===== config.mk =====
export PLATFORM = sky130hd
export DESIGN_NAME = alu_arbiter_flat
export DESIGN_NICKNAME = d
export VERILOG_FILES = /design/src/rtl/alu_arbiter_if.sv /design/src/rtl/alu_arbiter.sv /design/src/flat_wrapper.sv
export SDC_FILE = /design/constraint.sdc
export NUM_CORES = 1
export LEC_CHECK = 0
export ABC_AREA = 1
export BUFFER_PORTS_ARGS = -buffer_cell sky130_fd_sc_hd__buf_2
export CORE_AREA = 2 2 108 110
export DETAILED_ROUTE_END_ITERATION = 10
export DIE_AREA = 0 0 110 112
export GPL_TIMING_DRIVEN = 0
export MAX_ROUTING_LAYER = met4
export PLACE_DENSITY = 0.8
export SLEW_MARGIN = 20
export SYNTH_ARGS = -nofsm -noshare
export SYNTH_HDL_FRONTEND = slang
export SYNTH_SLANG_ARGS = --single-unit

===== constraint.sdc =====
create_clock -name clk -period 3.7 [get_ports clk]
set_clock_uncertainty 0.15 [all_clocks]
set_input_delay 0.37 -clock clk [delete_from_list [all_inputs] [get_ports clk]]
set_output_delay 0.37 -clock clk [all_outputs]
set_load 0.1 [all_outputs]

===== src/rtl/alu_arbiter_if.sv =====
// rtl/alu_arbiter_if.sv - requester, response and shared-ALU signals for alu_arbiter
// slave: the arbiter side; master: the requesters plus the external ALU.
interface alu_arbiter_if;
  logic        req0_valid;
  logic        req0_ready;
  logic [31:0] req0_opA;
  logic [31:0] req0_opB;
  logic [3:0]  req0_sel;
  logic        rsp0_valid;
  logic        rsp0_ready;
  logic        req1_valid;
  logic        req1_ready;
  logic [31:0] req1_opA;
  logic [31:0] req1_opB;
  logic [3:0]  req1_sel;
  logic        rsp1_valid;
  logic        rsp1_ready;
  logic [31:0] rsp_data;
  logic [31:0] alu_operandA;
  logic [31:0] alu_operandB;
  logic [3:0]  alu_sel;
  logic [31:0] alu_result;
  logic        busy;

  modport slave (
    input  req0_valid, req0_opA, req0_opB, req0_sel, rsp0_ready,
    input  req1_valid, req1_opA, req1_opB, req1_sel, rsp1_ready,
    input  alu_result,
    output req0_ready, rsp0_valid, req1_ready, rsp1_valid,
    output rsp_data, alu_operandA, alu_operandB, alu_sel, busy
  );

  modport master (
    output req0_valid, req0_opA, req0_opB, req0_sel, rsp0_ready,
    output req1_valid, req1_opA, req1_opB, req1_sel, rsp1_ready,
    output alu_result,
    input  req0_ready, rsp0_valid, req1_ready, rsp1_valid,
    input  rsp_data, alu_operandA, alu_operandB, alu_sel, busy
  );
endinterface


===== src/rtl/alu_arbiter.sv =====
// rtl/alu_arbiter.sv - two-requester arbiter in front of a shared combinational ALU
// ALU_ARB_RR_EN selects round-robin arbitration; undefined gives fixed priority to requester 0.
module alu_arbiter (
  input  logic         clk,
  input  logic         rst,
  alu_arbiter_if.slave bus
);
  localparam logic [1:0] ST_IDLE = 2'd0;
  localparam logic [1:0] ST_EXEC = 2'd1;
  localparam logic [1:0] ST_RESP = 2'd2;

  logic [1:0]  state_q, state_d;
  logic [31:0] opa_q, opa_d;
  logic [31:0] opb_q, opb_d;
  logic [3:0]  sel_q, sel_d;
  logic [31:0] res_q, res_d;
  logic        gnt_q, gnt_d;
  logic        pick;
  logic        any_valid;
  logic        rsp_taken;

`ifdef ALU_ARB_RR_EN
  logic last_q, last_d;

  always_comb begin
    if (bus.req0_valid && bus.req1_valid) pick = ~last_q;
    else                                  pick = ~bus.req0_valid;
  end
`else
  always_comb pick = ~bus.req0_valid;
`endif

  assign any_valid = bus.req0_valid | bus.req1_valid;
  assign rsp_taken = gnt_q ? bus.rsp1_ready : bus.rsp0_ready;

  assign bus.req0_ready   = (state_q == ST_IDLE) & bus.req0_valid & ~pick;
  assign bus.req1_ready   = (state_q == ST_IDLE) & bus.req1_valid & pick;
  assign bus.rsp0_valid   = (state_q == ST_RESP) & ~gnt_q;
  assign bus.rsp1_valid   = (state_q == ST_RESP) & gnt_q;
  assign bus.rsp_data     = res_q;
  assign bus.alu_operandA = opa_q;
  assign bus.alu_operandB = opb_q;
  assign bus.alu_sel      = sel_q;
  assign bus.busy         = (state_q != ST_IDLE);

  always_comb begin
    state_d = state_q;
    opa_d   = opa_q;
    opb_d   = opb_q;
    sel_d   = sel_q;
    res_d   = res_q;
    gnt_d   = gnt_q;
`ifdef ALU_ARB_RR_EN
    last_d  = last_q;
`endif
    case (state_q)
      ST_IDLE: begin
        if (any_valid) begin
          gnt_d   = pick;
          opa_d   = pick ? bus.req1_opA : bus.req0_opA;
          opb_d   = pick ? bus.req1_opB : bus.req0_opB;
          sel_d   = pick ? bus.req1_sel : bus.req0_sel;
          state_d = ST_EXEC;
`ifdef ALU_ARB_RR_EN
          last_d  = pick;
`endif
        end
      end
      ST_EXEC: begin
        res_d   = bus.alu_result;
        state_d = ST_RESP;
      end
      ST_RESP: begin
        if (rsp_taken) state_d = ST_IDLE;
      end
      default: state_d = ST_IDLE;
    endcase
  end

  always_ff @(posedge clk or posedge rst) begin
    if (rst) begin
      state_q <= ST_IDLE;
      opa_q   <= '0;
      opb_q   <= '0;
      sel_q   <= '0;
      res_q   <= '0;
      gnt_q   <= 1'b0;
    end else begin
      state_q <= state_d;
      opa_q   <= opa_d;
      opb_q   <= opb_d;
      sel_q   <= sel_d;
      res_q   <= res_d;
      gnt_q   <= gnt_d;
    end
  end

`ifdef ALU_ARB_RR_EN
  // Pointer starts at 1 so the first simultaneous request goes to requester 0.
  always_ff @(posedge clk or posedge rst) begin
    if (rst) last_q <= 1'b1;
    else     last_q <= last_d;
  end
`endif
endmodule


===== src/flat_wrapper.sv =====
// flat-port wrapper written by rule: the top's interface ports become plain ports
module alu_arbiter_flat 
  (clk, rst, bus_req0_valid, bus_req0_opA, bus_req0_opB, bus_req0_sel, bus_rsp0_ready, bus_req1_valid, bus_req1_opA, bus_req1_opB, bus_req1_sel, bus_rsp1_ready, bus_alu_result, bus_req0_ready, bus_rsp0_valid, bus_req1_ready, bus_rsp1_valid, bus_rsp_data, bus_alu_operandA, bus_alu_operandB, bus_alu_sel, bus_busy);
  alu_arbiter_if bus_i ();
  input  logic clk;
  input  logic rst;
  input wire logic [$bits(bus_i.req0_valid)-1:0] bus_req0_valid;
  input wire logic [$bits(bus_i.req0_opA)-1:0] bus_req0_opA;
  input wire logic [$bits(bus_i.req0_opB)-1:0] bus_req0_opB;
  input wire logic [$bits(bus_i.req0_sel)-1:0] bus_req0_sel;
  input wire logic [$bits(bus_i.rsp0_ready)-1:0] bus_rsp0_ready;
  input wire logic [$bits(bus_i.req1_valid)-1:0] bus_req1_valid;
  input wire logic [$bits(bus_i.req1_opA)-1:0] bus_req1_opA;
  input wire logic [$bits(bus_i.req1_opB)-1:0] bus_req1_opB;
  input wire logic [$bits(bus_i.req1_sel)-1:0] bus_req1_sel;
  input wire logic [$bits(bus_i.rsp1_ready)-1:0] bus_rsp1_ready;
  input wire logic [$bits(bus_i.alu_result)-1:0] bus_alu_result;
  output wire logic [$bits(bus_i.req0_ready)-1:0] bus_req0_ready;
  output wire logic [$bits(bus_i.rsp0_valid)-1:0] bus_rsp0_valid;
  output wire logic [$bits(bus_i.req1_ready)-1:0] bus_req1_ready;
  output wire logic [$bits(bus_i.rsp1_valid)-1:0] bus_rsp1_valid;
  output wire logic [$bits(bus_i.rsp_data)-1:0] bus_rsp_data;
  output wire logic [$bits(bus_i.alu_operandA)-1:0] bus_alu_operandA;
  output wire logic [$bits(bus_i.alu_operandB)-1:0] bus_alu_operandB;
  output wire logic [$bits(bus_i.alu_sel)-1:0] bus_alu_sel;
  output wire logic [$bits(bus_i.busy)-1:0] bus_busy;
  assign bus_i.req0_valid = bus_req0_valid;
  assign bus_i.req0_opA = bus_req0_opA;
  assign bus_i.req0_opB = bus_req0_opB;
  assign bus_i.req0_sel = bus_req0_sel;
  assign bus_i.rsp0_ready = bus_rsp0_ready;
  assign bus_i.req1_valid = bus_req1_valid;
  assign bus_i.req1_opA = bus_req1_opA;
  assign bus_i.req1_opB = bus_req1_opB;
  assign bus_i.req1_sel = bus_req1_sel;
  assign bus_i.rsp1_ready = bus_rsp1_ready;
  assign bus_i.alu_result = bus_alu_result;
  assign bus_req0_ready = bus_i.req0_ready;
  assign bus_rsp0_valid = bus_i.rsp0_valid;
  assign bus_req1_ready = bus_i.req1_ready;
  assign bus_rsp1_valid = bus_i.rsp1_valid;
  assign bus_rsp_data = bus_i.rsp_data;
  assign bus_alu_operandA = bus_i.alu_operandA;
  assign bus_alu_operandB = bus_i.alu_operandB;
  assign bus_alu_sel = bus_i.alu_sel;
  assign bus_busy = bus_i.busy;
  alu_arbiter u_core (.clk(clk), .rst(rst), .bus(bus_i));
endmodule

Word level (Yosys, flattened, before mapping)
Cells that the tools add are included.
Widths: inputs -> output; s select.
{"block": "totals", "regBits": 103, "in_bits": 174, "word_cells": 30}
{"block": "op_classes", "n_eq_ne": 4, "mux": 7, "bitwise_logic": 9, "reduce_logical": 4}
{"op": "$mux 32", "count": 2}
{"op": "$and 1x1->1", "count": 6}
{"op": "$pmux 2 s3", "count": 1}
{"op": "$mux 2", "count": 2}
{"op": "$mux 4", "count": 1}
{"op": "$ne 2x1->1 const B", "count": 2}
{"op": "$reduce_and 2->1", "count": 2}
{"op": "$eq 2x1->1 const B", "count": 1}
{"op": "$eq 2x2->1 const B", "count": 1}
{"op": "$logic_not 2->1", "count": 1}
{"op": "$not 1->1", "count": 2}
{"op": "$reduce_bool 2->1", "count": 1}
{"op": "$mux 1", "count": 1}
{"op": "$or 1x1->1", "count": 1}

Longest topological paths before layout
{"block": "logic_depth", "word_depth": 3, "ltp_mapped": 8}

Worst setup path before layout
OpenSTA, ideal clock, no wires.
{"block": "synth_timing", "path_type": "flip-flop to output port", "start": "register u_core.state_q[0]", "end": "output bus_req0_ready", "t_arrival_ps": 2262, "required_time_ps": 3180, "path_slack_ps": 918, "path_stages_with_launch": 5, "path_cell_list": "dfrtp_1 buf_6 inv_2 nand2_2 nor2_1"}
{"block": "synth_via", "elab_chain_len": 3}
{"item": "from (decl)", "line": "alu_arbiter.sv:12", "rtl": "logic [1:0] state_q, state_d;"}
{"item": "from (signal assigned)", "line": "alu_arbiter.sv:89", "rtl": "state_q <= state_d;"}
{"item": "$logic_not 2->1", "line": "alu_arbiter.sv:36", "rtl": "assign bus.req0_ready = (state_q == ST_IDLE) & bus.req0_valid & ~pick;"}
{"item": "$and 1x1->1 (2 in a row)", "line": "alu_arbiter.sv:36"}
{"item": "to (decl)", "line": "flat_wrapper.sv:18", "rtl": "output wire logic [$bits(bus_i.req0_ready)-1:0] bus_req0_ready;"}
Every way passes these cells.

Worst setup path in the final report
{"block": "layout_timing", "start": "register u_core.state_q[0]", "end": "output bus_rsp0_valid"}
{"block": "layout_via", "elab_chain_len": 2}
{"item": "$eq 2x2->1", "line": "alu_arbiter.sv:38", "rtl": "assign bus.rsp0_valid = (state_q == ST_RESP) & ~gnt_q;"}
{"item": "$and 1x1->1", "line": "alu_arbiter.sv:38"}
{"item": "to (decl)", "line": "flat_wrapper.sv:19", "rtl": "output wire logic [$bits(bus_i.rsp0_valid)-1:0] bus_rsp0_valid;"}
Every way passes these cells.

==> flow_metrics.tcl <==
set metrics [dict create \
    die_w_um 110 \
    synth_flop_cell "dfrtp_1" \
    hp-start "bus_alu_result[15]" \
    grt_use_total 0.257 \
    fin_nets 1136 \
    worstSkewPairLatency_ns 0.33 \
    area_growth_pct 39.1 \
    syn_nets 846 \
    portBuffers 277 \
    syn_avg_cell_area_um2 7.21 \
    overflow 0 \
    period_share 0.578 \
    cts_buffers 9 \
    regToRegSetupSlack_ns 2.14 \
    worst_slack_ns 1.56 \
    num-fill-cells 1058 \
    setup_tns_ns 0 \
    ios 279 \
    holdBufCountCts 1 \
    fin_util 0.603 \
    relSlewSlack 0.636 \
    yosysTopAreaCell "dfrtp_1" \
    post-place-ws_ns 1.67 \
    rsz0062_at_grt "no" \
    status "complete, no violations" \
    synthTopCellsByCount "nand2_1 (479), dfrtp_1 (103), nand3_1 (34)" \
    routed_wl_um 14900 \
    ys_top_cells_by_area "dfrtp_1 (53%), nand2_1 (37%), nand3_1 (3.5%)" \
    ant_nets 0 \
    routedWlPerCell_um 13.4 \
    finalNonFillerCells 1111 \
    grt_pass1_vias 4946 \
    maxSlewViolCount 0 \
    worstMarginPinSlew_ns 0.546 \
    crit-reg2reg-launch "u_core.state_q[0]" \
    start_kind "flip-flop" \
    fmax_mhz 468 \
    hpwl_um 11400 \
    clock_path_buffers 2 \
    synth-edff-count 0 \
    fp.dieH_um 112 \
    ys_seq_area_frac 0.532 \
    antenna_found_initial 1 \
    dieArea_um2 12300 \
    async_reset_ff_frac 1.00 \
    grt_pass1_wl_um 23900 \
    grt_max_degree 54 \
    worstRegToRegCells 7 \
    finalCriticalPeriod_ns 2.14 \
    finalSetupViolCount 0 \
    worstPathRequired_ns 3.18 \
    drc 0 \
    synth_area_um2 4840 \
    clkTransAtPathRegs_ns 0.07 \
    multi_input_area_um2 2020 \
    synth_top_area_frac 0.532 \
    cts_resized 0 \
    core-area_um2 11200 \
    crit_path_end_kind "primary output" \
    worstPathMaxFanout 9 \
    first_pass_iters 4 \
    ys_types 14 \
    max_cap_viol_count 0 \
    yosysWarningCount 0 \
    min_to "u_core.bus.rsp_data[15]" \
    yosysMostFrequentCell "nand2_1" \
    cts_setup_buffers 0 \
    cts_tree "done" \
    place.gp.congestion 0.830 \
    hold_viol_final 0 \
    netlist_instances 672 \
    ys_ff_latch 103 \
    worstPathArrival_ns 1.62 \
    clock_sinks 103 \
    seqCellArea_um2 2580 \
    drtIter0Drc 290 \
    hold_depth 3 \
    timing.rr.end "u_core.bus.alu_operandA[28]" \
    vias_per_cell 4.59 \
    drive_above_1_share 0.343 \
    path_class "reg -> out" \
    dpl.cell_count 1093 \
    worstHoldPathType "in -> reg" \
    start_util 0.433 \
    h-tree-depth 3 \
    vias 5097 \
    rows 39 \
    root_buffer "clkbuf_16" \
]
## layer usage
layer / vias up / part of all wire / GRT usage
li1: 2604 / - / -
met1: 2243 / 0.41 / 0.315
met2: 227 / 0.48 / 0.426
met3: 23 / 0.090 / 0.0509
met4: 0 / 0.019 / 0.0743
met5: - / 0 / -
## registers in the layout, summed over array words and instances (netlist names)
register and cells:
u_core.gnt_q 1, u_core.bus.alu_operandA 32, u_core.state_q 2, u_core.bus.alu_sel 4
u_core.bus.rsp_data 32, u_core.bus.alu_operandB 32
## final cells by class
| class | instances | area share |
|---|---|---|
| Antenna cell | 1 | 0.000371 |
| Clock inverter | 6 | 0.00650 |
| Sequential cell | 103 | 0.383 |
| Timing Repair Buffer | 279 | 0.211 |
| Multi-Input combinational cell | 522 | 0.300 |
| Clock buffer | 10 | 0.0355 |
| Buffer | 39 | 0.0318 |
| Tap cell | 143 | 0.0266 |
| Inverter | 8 | 0.00557 |
## logic make-up (layout without fill, tap and decap cells)
kind of cell,count (synthesis),count (layout),synth area share
other,0,1,0
flip-flops,103,103,0.532
buffers and inverters,47,342,0.0509
AND/OR/NAND/NOR,522,522,0.417
## critical path: stages (launching register included)
cell,delay [ns]
dfrtp_1,0.38
buf_6,0.14
nor2_1,0.13
inv_1,0.07
nor2_1,0.13
buf_2,0.45
## cell usage in the layout, fill, tap and decap left out
| cell type | count |
|---|---|
| clkbuf_1 | 11 |
| buf_4 | 3 |
| inv_1 | 3 |
| inv_2 | 3 |
| clkinv_4 | 1 |
| inv_4 | 1 |
| dfrtp_1 | 103 |
| nor2_2 | 2 |
| nor2_1 | 4 |
| buf_16 | 1 |
| buf_6 | 4 |
| clkbuf_8 | 1 |
| clkbuf_16 | 9 |
| nand2_1 | 479 |
| dlygate4sd3_1 | 1 |
| nand3_1 | 34 |
| buf_2 | 298 |
| diode_2 | 1 |
| clkinv_2 | 2 |
| nand2_2 | 2 |
| inv_6 | 3 |
| clkinvlp_4 | 1 |
| nor2_4 | 1 |
## how the worst max path moves through the flow
stage / start / to / slack, ns / cells past startpoint
after floorplan: rst / u_core.bus.alu_operandA[0] / 0.48 / 1
after global placement: rst / u_core.bus.alu_operandA[11] / -0.69 / 2
after detailed placement: bus_req0_valid / bus_req1_ready / 1.67 / 6
after CTS: u_core.state_q[0] / bus_rsp0_valid / 1.53 / 5
after global routing: u_core.state_q[0] / bus_rsp0_valid / 1.46 / 5
final: u_core.state_q[0] / bus_rsp0_valid / 1.56 / 5
## per-stage QoR
stage                     hold WS (ns)  area [µm²]
after floorplan                  0.334        4840
after global placement           0.299        6410
after detailed placement         0.282        6440
after CTS                        0.113        6730
after global routing             0.124        6740
final                            0.118        6740
Power is not shown: default switching activity piles up to over one toggle a cycle in this logic, so the estimate is an artifact.
